--- config.mk ---
export PLATFORM = sky130hd
export DESIGN_NAME = sym_fir_serial
export DESIGN_NICKNAME = d
export VERILOG_FILES = /design/src/rtl/sym_fir_serial.sv
export SDC_FILE = /design/constraint.sdc
export NUM_CORES = 1
export LEC_CHECK = 0
export CAP_MARGIN = 15
export CORE_UTILIZATION = 52
export CTS_CLUSTER_DIAMETER = 100
export DETAILED_ROUTE_END_ITERATION = 16
export PLACE_DENSITY_LB_ADDON = 0.3
export SYNTH_ARGS = -nofsm -noshare
export SYNTH_HDL_FRONTEND = slang
export SYNTH_SLANG_ARGS = --single-unit
--- constraint.sdc ---
create_clock -name clk -period 12.4 [get_ports clk]
set_input_delay 1.86 -clock clk [delete_from_list [all_inputs] [get_ports clk]]
set_output_delay 1.86 -clock clk [all_outputs]
set_load 0.1 [all_outputs]
--- src/rtl/sym_fir_serial.sv ---
// Serial symmetric/antisymmetric FIR: one pre-added tap pair per MAC cycle.
// Define FIR_SAT_EN for rounded, saturated output; default wraps.
module sym_fir_serial #(
  parameter int DIN_W  = 15,
  parameter int COEF_W = 12,
  parameter int TAPS   = 6,
  parameter int SHIFT  = 0,
  parameter int DOUT_W = 22
) (
  input  logic              clk,
  input  logic              rst,
  input  logic [DIN_W-1:0]  din,
  input  logic              din_valid,
  output logic              din_ready,
  input  logic              mode,
  input  logic              coef_we,
  input  logic [4:0]        coef_addr,
  input  logic [COEF_W-1:0] coef_data,
  output logic              coef_err,
  output logic [DOUT_W-1:0] dout,
  output logic              dout_valid
);

  localparam int NP = TAPS / 2;
  localparam int KW = (NP > 1) ? $clog2(NP) : 1;
  localparam int XW = (TAPS > 2) ? $clog2(TAPS) : 1;
  localparam int PW = DIN_W + 1 + COEF_W;
  localparam int AW = PW + $clog2(NP);
  localparam int EW = ((AW > DOUT_W) ? AW : DOUT_W) + 2;
  localparam logic [5:0] NP6 = 6'(NP);

  typedef enum logic [1:0] {
    IDLE,
    MAC,
    DONE
  } state_t;

  state_t state, state_nx;

  logic signed [DIN_W-1:0]  x [TAPS];
  logic signed [COEF_W-1:0] c [NP];
  logic signed [AW-1:0]     acc;
  logic [KW-1:0]            k;
  logic                     mode_q;

  logic accept;
  logic coef_ok;
  logic last;

  assign din_ready = (state == IDLE);
  assign accept    = din_valid && din_ready;
  assign coef_ok   = coef_we && din_ready
                   && ({1'b0, coef_addr} < NP6);
  assign last      = (k == KW'(NP - 1));

  always_ff @(posedge clk or posedge rst) begin
    if (rst) state <= IDLE;
    else     state <= state_nx;
  end

  always_comb begin
    state_nx = state;
    unique case (state)
      IDLE:    if (accept) state_nx = MAC;
      MAC:     if (last) state_nx = DONE;
      DONE:    state_nx = IDLE;
      default: state_nx = IDLE;
    endcase
  end

  // Mirror-image taps share one coefficient, so pre-add them.
  logic [XW-1:0]           ia, ib;
  logic signed [DIN_W:0]   xa, xb, pair;
  logic signed [PW-1:0]    prod;

  assign ia   = XW'(k);
  assign ib   = XW'(TAPS - 1) - XW'(k);
  assign xa   = {x[ia][DIN_W-1], x[ia]};
  assign xb   = {x[ib][DIN_W-1], x[ib]};
  assign pair = mode_q ? (xa - xb) : (xa + xb);
  assign prod = PW'(pair) * PW'(c[k]);

  logic signed [EW-1:0] acc_x, shr, res;

  assign acc_x = EW'(acc);

`ifdef FIR_SAT_EN
  localparam logic signed [EW-1:0] RND =
    EW'((64'd1 << SHIFT) >> 1);
  localparam logic signed [EW-1:0] MAXV =
    {{(EW-DOUT_W+1){1'b0}}, {(DOUT_W-1){1'b1}}};
  localparam logic signed [EW-1:0] MINV =
    {{(EW-DOUT_W+1){1'b1}}, {(DOUT_W-1){1'b0}}};

  assign shr = (acc_x + RND) >>> SHIFT;
  assign res = (shr > MAXV) ? MAXV
             : (shr < MINV) ? MINV
             : shr;
`else
  assign shr = acc_x >>> SHIFT;
  assign res = shr;
`endif

  always_ff @(posedge clk or posedge rst) begin
    if (rst) begin
      for (int i = 0; i < TAPS; i++) x[i] <= '0;
      for (int i = 0; i < NP; i++) c[i] <= '0;
      acc        <= '0;
      k          <= '0;
      mode_q     <= 1'b0;
      dout       <= '0;
      dout_valid <= 1'b0;
      coef_err   <= 1'b0;
    end else begin
      dout_valid <= 1'b0;
      coef_err   <= coef_we && !coef_ok;
      if (coef_ok) c[coef_addr[KW-1:0]] <= coef_data;
      if (accept) begin
        x[0] <= din;
        for (int i = 1; i < TAPS; i++) x[i] <= x[i-1];
        mode_q <= mode;
        acc    <= '0;
        k      <= '0;
      end else if (state == MAC) begin
        acc <= acc + AW'(prod);
        k   <= k + KW'(1);
      end else if (state == DONE) begin
        dout       <= DOUT_W'(res);
        dout_valid <= 1'b1;
      end
    end
  end

endmodule

==> results of run 1 <==
-- area by class of cell --
cell class	instances	share of cell area (%)
clock buffers	18	2.640
clock inverters	14	1.008
inverters	179	4.164
multi-input cells	1092	57.52
flip-flops and latches	177	27.26
well taps	378	2.909
repair buffers	77	4.495
-- cell usage in the layout, fill, tap and decap left out, types with 20 or more instances in the layout --
cell type	instances
xnor2_1	44
ha_1	79
inv_1	178
dfrtp_1	175
a21oi_1	22
mux2_2	58
fa_1	157
nor2_1	91
mux4_2	25
clkdlybuf4s50_1	61
nand2_1	386
nand3_1	20
o21ai_0	34
-- per-layer routing --
| layer | vias up | wire length [um] | global-route usage [%] |
|---|---|---|---|
| met2 | 277 | 15110 | 39.29 |
| met3 | 55 | 1209 | 3.209 |
| met1 | 5174 | 14130 | 31.45 |
| met5 | - | 0 | 0 |
| met4 | 0 | 831 | 7.677 |
| li1 | 4882 | - | - |
-- path summary, 6_finish.rpt --
path,endpoint,cells after the start
max in group asynchronous,k[0],3
max reg2reg,acc[21],35
min reg2reg,x[10],2
min,x[10],2
max,acc[21],35
min in group asynchronous,x[50],2
-- worst max-delay path, delay by kind of cell (launching register included) --
| family | cells | cell delay (ns) |
|---|---|---|
| xor+xnor | 7 | 1.61 |
| mux | 1 | 0.49 |
| buf+inv | 3 | 0.70 |
| fa+ha+maj | 8 | 3.52 |
| flops | 1 | 0.56 |
| simple gates | 9 | 1.96 |
| compound gates | 7 | 1.51 |
-- registers in the layout, summed over array words and instances (netlist names) --
register	cells
acc	22
c	36
coef_err	1
dout	22
dout_valid	1
k	2
mode_q	1
state	2
x	90
-- stage by stage --
stage	instances	setup WS [ns]	utilization (%)	cell area (um^2)	hold slack (ns)
final	1935	1.889	58.52	16260	0.4720
after global routing	1935	1.092	58.52	16260	0.4836
after CTS	1935	1.891	58.52	16260	0.4751
after detailed placement	1903	1.963	56.38	15660	0.4549
after global placement	1903	2.189	56.38	15660	0.4502
after floorplan	1515	2.458	-	14710	0.4382
-- cells by family after synthesis --
| family | count (synthesis) |
|---|---|
| compound gates | 117 |
| xor+xnor | 62 |
| fa+ha+maj | 236 |
| buf+inv | 246 |
| flops | 177 |
| mux | 101 |
| simple gates | 576 |
==> key figures, run 1 <==
Global route
  – Number of global-route vias before repair: between 10,000 and 15,000
  – Total Routing Usage GR: between 20% and 30%
  – Largest net degree at the start of global routing: 116
  – Initial antenna violation count: 0
  – Total global routing overflow: 0
  – Global-route wire length before repair: 52.86 mm

Routing
  – WL per Instance: between 15 and 20 um
  – Final ANT Viol Nets: 0
  – Total wire length: around 31 mm
  – Routed vias: 10,388
  – Drt pass-1 iters: 5
  – Via density: 5.368
  – Residual DRC: 0
  – Initial DRC count: 878

Worst setup path
  – Crit path max fanout: 47
  – Most used cell, CP: fa_1
  – Setup crit start: k[1]
  – CP Capture Type: flip-flop
  – CP required: 12.70 ns
  – Setup Crit Path Kind: flip-flop to flip-flop
  – CP Launch Type: flip-flop
  – Slowest stage delay, CP: 0.60 ns
  – Reg2reg start: k[1]
  – Slowest-stage cell, CP: buf_4
  – Crit path DAT: 10.82 ns
  – Setup slack, reg-to-reg: 1.89 ns

Synth
  – Yosys cell types: 57
  – Synth area leaders: dfrtp_1, fa_1, nand2_1
  – Post-Syn Area: 0.01471 mm^2
  – Synth warn: 0
  – Post-synth EDFFs: 0
  – Largest family of logic cells by synthesized area: adder cells
  – Adder-Cell Fraction of Synth Area: 28.09%
  – Post-Synth XOR/XNOR Area: 3.931%
  – Yosys top cell by area: dfrtp_1
  – Synth Area in Compound Gates: 5.164%
  – Count leader, synth: nand2_1
  – Most frequent cells after synthesis: nand2_1, inv_1, dfrtp_1
  – Multiplexer share of the synthesized area: 10.05%
  – Average size of a mapped cell: 9.707 um^2
  – Post-synth top flop: dfrtp_1
  – Top cell type's share of synthesized area: 30.12%
  – Mapped Nets: 1,788
  – Register area share after synthesis: 30.12%
  – Ys async rst share: 100.0%
  – Simple-gate share of the synthesized area: about 16%
  – Post-Synthesis Cells: 1,515
  – Yosys reg bits: 177

STA
  – Worst Clk Skew: around 0.014 ns
  – RSZ-0062 raised after global routing: false
  – Final Hold Viols: 0
  – Tmin final: approximately 11 ns
  – Slew Viols, Final: 0
  – Final setup fails: 0
  – TNS Setup: 0 ns
  – Slew HR: a little under a third
  – Final Cycle Share: roughly 85%
  – Worst-Margin Slew: 1.027 ns
  – Highest Clock Rate: 0.09514 GHz

CTS
  – Sink Count: 177
  – # Post-CTS Setup Buffers: 0
  – Resized cells post-CTS: 0
  – Cts bufs inserted: 17
  – Clk_lat worst skew: 0.44 ns
  – H-Tree Depth: 4
  – Root Buffer: clkbuf_16
  – Max Buffers Root-to-Sink: 2
  – Clock transition at path regs: 0.08 ns
  – CTS tree: done
  – Hold buffers post-CTS: 0

Flow run
  – Max Cap Viol: 0

Min path
  – Hold Crit Class: flip-flop to flip-flop
  – Hold_sp: x[10]

Layout
  – Diode count: 0
  – Layout cells sized above 1: 9.505%
  – FILL cells: 2,439
  – Sequential Area: 0.004432 mm^2
  – Layout area overhead: 10.54%
  – Area taken by multi-input logic gates: 0.009351 mm^2
  – Nets@finish: around 1,800

Placement
  – # port buffers: 61
  – RePlAce Congestion: 0.8908
  – DPL Wire Length: 23.73 mm

Run status
  – Status: finished, final reports clean

Floorplan
  – Core Area: 0.02778 mm^2
  – I/O Pins: 62
  – Die Ht: 170.2 um
  – Width of the die: ~170 um
  – Initial Util: 52.94%
  – DIE AREA: 0.02896 mm^2
  – # rows: just over 60
Power of run 1 is left out: the tool's default activity adds up to more than one toggle a clock period on the data nets, which glitch-free logic cannot reach.
==> inputs of run 2 (changes only) <==
Clock period 12.4 ns to 8.7 ns, I/O delays scaled along.
==> run 2 against run 1 <==
  * The flow now finishes with violations (negative setup slack)
  * Maximum frequency is 19% higher
  * Sequential share of layout area is 2.2 points lower
  * Routed wire length is 7.8% higher
  * Utilization is 5.1 points higher
  * Cell area is 8.7% higher
  * Sequential cell count stayed put
==> key figures, run 2 (same netlist as run 1, synthesis figures left out) <==
STA
  – Final Hold Viols: 0 (unchanged)
  – Tmin final: 8.865 ns (was 10.51 ns)
  – Slew HR: 31.05% (was 31.03%)
  – Final setup fails: 1 (was 0)
  – Worst Clk Skew: 0.01575 ns (was 0.01444 ns)
  – Worst-Margin Slew: 1.034 ns (was 1.027 ns)
  – Setup WS post-layout: -0.1649 ns (was 1.889 ns)
  – Slew Viols, Final: 0 (unchanged)
  – Final hold slack: 0.4689 ns (was 0.4720 ns)
  – Final Cycle Share: 101.9% (was 84.76%)
  – Highest Clock Rate: 0.1128 GHz (was 0.09514 GHz)
  – RSZ-0062 raised after global routing: true (was false)

Layout
  – Nets@finish: 1,952 (was 1,817)
  – Layout cells sized above 1: 19.86% (was 9.505%)
  – Most frequent cells in the layout: nand2_1, inv_1, dfrtp_1, fa_1, buf_4 (was nand2_1, inv_1, dfrtp_1, fa_1, nor2_1)
  – Commonest non-fill, non-tap cell in the layout: nand2_1 (unchanged)
  – Register with the most flip-flops: x (unchanged)
  – Diode count: 0 (unchanged)
  – FILL cells: 2,260 (was 2,439)
  – Number of flip-flops in the largest register: 90 (unchanged)
  – Layout area overhead: 20.11% (was 10.54%)
  – Regs by FF count: x: 90 flops, c: 36 flops (unchanged)

CTS
  – H-Tree Depth: 4 (unchanged)
  – Clock transition at path regs: 0.08 ns (about the same)
  – CTS tree: done (unchanged)
  – Cts bufs inserted: 17 (unchanged)
  – Sink Count: 177 (unchanged)
  – Hold buffers post-CTS: 0 (unchanged)
  – Max Buffers Root-to-Sink: 2 (unchanged)
  – Root Buffer: clkbuf_16 (unchanged)
  – Clk_lat worst skew: 0.44 ns (about the same)

Global route
  – Total Routing Usage GR: 25.09% (was 23.42%)
  – Number of global-route vias before repair: 11,283 (was 10,703)
  – Largest net degree at the start of global routing: 95 (was 116)
  – Total global routing overflow: 0 (unchanged)
  – Initial antenna violation count: 0 (unchanged)
  – Global-route wire length before repair: 56.39 mm (was 52.86 mm)

Floorplan
  – DIE AREA: 0.02896 mm^2 (unchanged)
  – I/O Pins: 62 (unchanged)
  – Initial Util: 52.94% (unchanged)
  – # rows: 61 (unchanged)
  – Core Area: 0.02778 mm^2 (unchanged)
  – Width of the die: 170.2 um (unchanged)
  – Die Ht: 170.2 um (unchanged)

Worst setup path
  – CP Capture Type: flip-flop (unchanged)
  – Setup crit start: k[0] (was k[1])
  – Slowest stage delay, CP: 0.58 ns (was 0.60 ns)
  – CP required: 9.02 ns (was 12.70 ns)
  – Setup Crit Path Kind: flip-flop to flip-flop (unchanged)
  – Crit path max fanout: 5 (was 47)
  – Most used cell, CP: fa_1 (unchanged)
  – Worst r2r path cells: 35 (unchanged)
  – Reg2reg start: k[0] (was k[1])
  – CP Launch Type: flip-flop (unchanged)
  – R2r endpoint: acc[21] (unchanged)
  – Slowest-stage cell, CP: or4_4 (was buf_4)
  – Crit path capture: acc[21] (unchanged)
  – Crit path DAT: 9.18 ns (was 10.82 ns)
  – Setup slack, reg-to-reg: -0.16 ns (was 1.89 ns)

Routing
  – Initial DRC count: 954 (was 878)
  – Total wire length: 33.73 mm (was 31.29 mm)
  – WL per Instance: 16.30 um (was 16.17 um)
  – Final ANT Viol Nets: 0 (unchanged)
  – Residual DRC: 0 (unchanged)
  – Drt pass-1 iters: 5 (unchanged)
  – Routed vias: 11,029 (was 10,388)
  – Via density: 5.328 (was 5.368)

Min path
  – Hold Crit Class: flip-flop to flip-flop (unchanged)

Placement
  – DPL Wire Length: 25.15 mm (was 23.73 mm)
  – RePlAce Congestion: 0.9835 (was 0.8908)
  – # port buffers: 61 (unchanged)

Flow run
  – Max Cap Viol: 0 (unchanged)

Run status
  – Status: finished with violations (was finished, final reports clean)
  – Failing checks: negative setup slack
run 2: changes by cell type in the layout (fill, tap and decap cells not counted), moves of 4 or more:
| cell | delta |
|---|---|
| nor2_2 | +6 |
| ha_1 | -13 |
| nor2_1 | -8 |
| a21oi_2 | +5 |
| o21ai_1 | +6 |
| ha_4 | +12 |
| a21oi_1 | -5 |
| buf_4 | +132 |
| xnor2_1 | -4 |
| o21ai_0 | -8 |
run 2: final cells by class:
cell class,instances,area [um^2],area share [%]
Inverter,179,676.9,3.832
Multi-Input combinational cell,1092,9736,55.11
Clock buffer,18,429.2,2.430
Tap cell,378,473.0,2.677
Clock inverter,14,162.7,0.9208
Timing Repair Buffer,212,1755,9.938
Sequential cell,177,4432,25.09
run 2: worst min-delay path by stage:
stage                     startpoint  endpoint  slack [ns]  cells after the start
after CTS                       x[8]      x[8]        0.48                      2
after floorplan                x[10]     x[10]        0.44                      2
final                           x[8]      x[8]        0.47                      2
after global placement          x[3]      x[3]        0.45                      2
after detailed placement        x[8]      x[8]        0.46                      2
after global routing            x[6]      x[6]        0.50                      2
run 2: timing repair:
item	CTS	global route
gates cloned	0	0
pin swaps	25	12
setup endpoints to repair	4	6
buffers inserted	7	13
resized for setup	32	32
run 2: worst max-delay path: cells and delay by family (launching register included):
family                   cells  cell delay (ns)
AND/OR/NAND/NOR              9             1.76
adder cells (fa/ha/maj)      8             3.26
XOR/XNOR                     7             1.32
multiplexers                 1             0.50
AO/OA/AOI/OAI                7             1.27
buffers and inverters        3             0.22
flip-flops                   1             0.41
run 2: layer usage:
| metal | vias up | global-route usage (%) | part of all wire, % |
|---|---|---|---|
| met5 | - | 0 | 0 |
| met1 | 5513 | 33.42 | 43 |
| met4 | 0 | 8.735 | 2.7 |
| li1 | 5147 | - | - |
| met2 | 315 | 42.14 | 49 |
| met3 | 54 | 3.535 | 5.0 |
run 2: stage by stage:
stage / utilization, % / instances / TNS, ns / setup WS (ns) / cell area, um^2
after floorplan: - / 1515 / -0.006236 / -0.006236 / 14780
after global placement: 59.61 / 2018 / -0.1813 / -0.1813 / 16560
after detailed placement: 59.61 / 2018 / -0.5159 / -0.3994 / 16560
after CTS: 62.52 / 2057 / -0.09464 / -0.09464 / 17370
after global routing: 63.58 / 2070 / -0.7865 / -0.5403 / 17660
final: 63.58 / 2070 / -0.1649 / -0.1649 / 17660
Power of run 2 is left out for the same reason.
==> inputs of run 3 (changes only) <==
Settings changed: CAP_MARGIN 15 to unset, CORE_UTILIZATION 52 to 57.
Clock period 8.7 ns to 7.13 ns, I/O delays scaled along.
==> run 3 against run 2 <==
  * The flow still finishes with violations (negative setup slack)
  * Global-route usage increased by 5.1 points
  * Critical path depth unchanged
  * Critical path type unchanged
  * Via count increased by 6.9%
  * Clock-buffer cell count did not move
  * Cell area is 7.9% higher
  * Sequential cell count did not move
  * Non-clock buffer count rose by 146
==> key figures, run 3 (same netlist as run 1, synthesis figures left out) <==
STA
  – Worst Clk Skew: 0.01569 ns (was 0.01575 ns)
  – Highest Clock Rate: 0.1115 GHz (was 0.1128 GHz)
  – Final hold slack: 0.4802 ns (was 0.4689 ns)
  – Final Hold Viols: 0 (unchanged)
  – TNS Setup: -14.22 ns (was -0.1649 ns)
  – Slew HR: 34.00% (was 31.05%)
  – RSZ-0062 raised after global routing: true (unchanged)
  – Slew Viols, Final: 0 (unchanged)
  – Tmin final: 8.970 ns (was 8.865 ns)
  – Setup WS post-layout: -1.840 ns (was -0.1649 ns)
  – Worst-Margin Slew: 0.9870 ns (was 1.034 ns)
  – Final Cycle Share: 125.8% (was 101.9%)
  – Final setup fails: 14 (was 1)

CTS
  – H-Tree Depth: 4 (unchanged)
  – Cts bufs inserted: 17 (unchanged)
  – CTS tree: done (unchanged)
  – Max Buffers Root-to-Sink: 2 (unchanged)
  – Clock transition at path regs: 0.08 ns (about the same)
  – Sink Count: 177 (unchanged)
  – Clk_lat worst skew: 0.43 ns (was 0.44 ns)
  – Root Buffer: clkbuf_16 (unchanged)

Routing
  – Met2 WL: 19.51 mm (was 16.70 mm)
  – Met1 WL: 15.40 mm (was 14.42 mm)
  – WL per Instance: 17.62 um (was 16.30 um)
  – Routed vias: 11,791 (was 11,029)
  – Residual DRC: 0 (unchanged)
  – Final ANT Viol Nets: 0 (unchanged)
  – Drt pass-1 iters: 5 (unchanged)
  – Met3 wire length: 1.875 mm (was 1.695 mm)
  – Initial DRC count: 821 (was 954)
  – Total wire length: 38.21 mm (was 33.73 mm)
  – Via density: 5.439 (was 5.328)
  – Max layer used: met4 (unchanged)

Floorplan
  – Die Ht: 162.6 um (was 170.2 um)
  – I/O Pins: 62 (unchanged)
  – DIE AREA: 0.02645 mm^2 (was 0.02896 mm^2)
  – # rows: 58 (was 61)
  – Core Area: 0.02525 mm^2 (was 0.02778 mm^2)
  – Width of the die: 162.6 um (was 170.2 um)
  – Initial Util: 58.23% (was 52.94%)

Min path
  – Hold Path Depth: 2 (unchanged)
  – Hold Crit Class: flip-flop to flip-flop (unchanged)
  – Hold Path End: x[6] (was x[8])
  – Hold_sp: x[6] (was x[8])

Worst setup path
  – Slowest-stage cell, CP: or4_4 (unchanged)
  – R2r endpoint: acc[21] (unchanged)
  – Setup Crit Path Kind: flip-flop to flip-flop (unchanged)
  – Most used cell, CP: fa_1 (unchanged)
  – Slowest stage delay, CP: 0.53 ns (was 0.58 ns)
  – Crit path DAT: 9.28 ns (was 9.18 ns)
  – Worst path top cell family by delay: adder cells (unchanged)
  – Setup slack, reg-to-reg: -1.84 ns (was -0.16 ns)
  – Crit path buf inv count: 4 (was 3)
  – Worst r2r path cells: 35 (unchanged)
  – CP Launch Type: flip-flop (unchanged)
  – CP Capture Type: flip-flop (unchanged)
  – CP required: 7.44 ns (was 9.02 ns)
  – Reg2reg start: k[0] (unchanged)
  – Crit path max fanout: 6 (was 5)

Layout
  – Diode count: 0 (unchanged)
  – Nets@finish: 2,098 (was 1,952)
  – Layout cells sized above 1: 29.33% (was 19.86%)
  – Number of flip-flops in the largest register: 90 (unchanged)
  – FILL cells: 1,683 (was 2,260)
  – Commonest non-fill, non-tap cell in the layout: nand2_1 (unchanged)
  – Register with the most flip-flops: x (unchanged)
  – Layout area overhead: 29.61% (was 20.11%)
  – Regs by FF count: x: 90 flops, c: 36 flops (unchanged)
  – Final non-filler cell area: 0.01906 mm^2 (was 0.01766 mm^2)
  – Fin util: 75.48% (was 63.58%)
  – Most frequent cells in the layout: nand2_1, buf_4, dfrtp_1, inv_1, fa_1 (was nand2_1, inv_1, dfrtp_1, fa_1, buf_4)

Global route
  – Total global routing overflow: 0 (unchanged)
  – Initial antenna violation count: 0 (unchanged)
  – Global-route wire length before repair: 61.78 mm (was 56.39 mm)
  – Largest net degree at the start of global routing: 106 (was 95)
  – Number of global-route vias before repair: 12,522 (was 11,283)
  – Total Routing Usage GR: 30.19% (was 25.09%)

Placement
  – DPL Wire Length: 27.27 mm (was 25.15 mm)
  – # port buffers: 61 (unchanged)
  – DP Area: 0.01757 mm^2 (was 0.01656 mm^2)
  – RePlAce Congestion: 0.9401 (was 0.9835)

Run status
  – Failing checks: negative setup slack (unchanged)
  – Status: finished with violations (unchanged)

Flow run
  – Max Cap Viol: 0 (unchanged)
run 3: final cells by class:
type	count	area, um^2	area share [%]
Multi-Input combinational cell	1092	10080	52.90
Sequential cell	177	4432	23.25
Timing Repair Buffer	358	2879	15.10
Inverter	179	681.9	3.578
Clock buffer	18	429.2	2.252
Tap cell	330	412.9	2.166
Clock inverter	14	142.6	0.7483
run 3: worst max path at each step:
stage / from / endpoint / slack [ns] / cells past startpoint
floorplan: k[0] / acc[21] / -1.58 / 36
global placement: k[0] / acc[21] / -1.80 / 33
detailed placement: k[0] / acc[21] / -2.01 / 35
CTS: k[0] / acc[21] / -1.61 / 36
global route: k[0] / acc[21] / -2.13 / 34
finish: k[0] / acc[21] / -1.84 / 35
run 3: layer usage:
layer	GRT usage (%)	up-vias
met5	0	-
met1	37.61	5878
met3	5.551	109
li1	-	5434
met4	11.68	0
met2	52.23	370
run 3: stage by stage:
stage,setup WS [ns],instances
after floorplan,-1.576,1515
after global placement,-1.795,2109
after detailed placement,-2.014,2109
after CTS,-1.613,2156
after global routing,-2.126,2168
final,-1.840,2168
run 3: worst min-delay path, delay by kind of cell (launching register included):
kind | cells | cell delay (ns)
flip-flops | 1 | 0.35
AND/OR/NAND/NOR | 2 | 0.10
run 3: what timing repair did:
item                       4_1_cts  5_1_grt
resized for setup               58       79
buffers inserted                15       15
pin swaps                       49      103
setup endpoints to repair       15       16
hold buffers                     0        0
Power of run 3 is left out for the same reason.
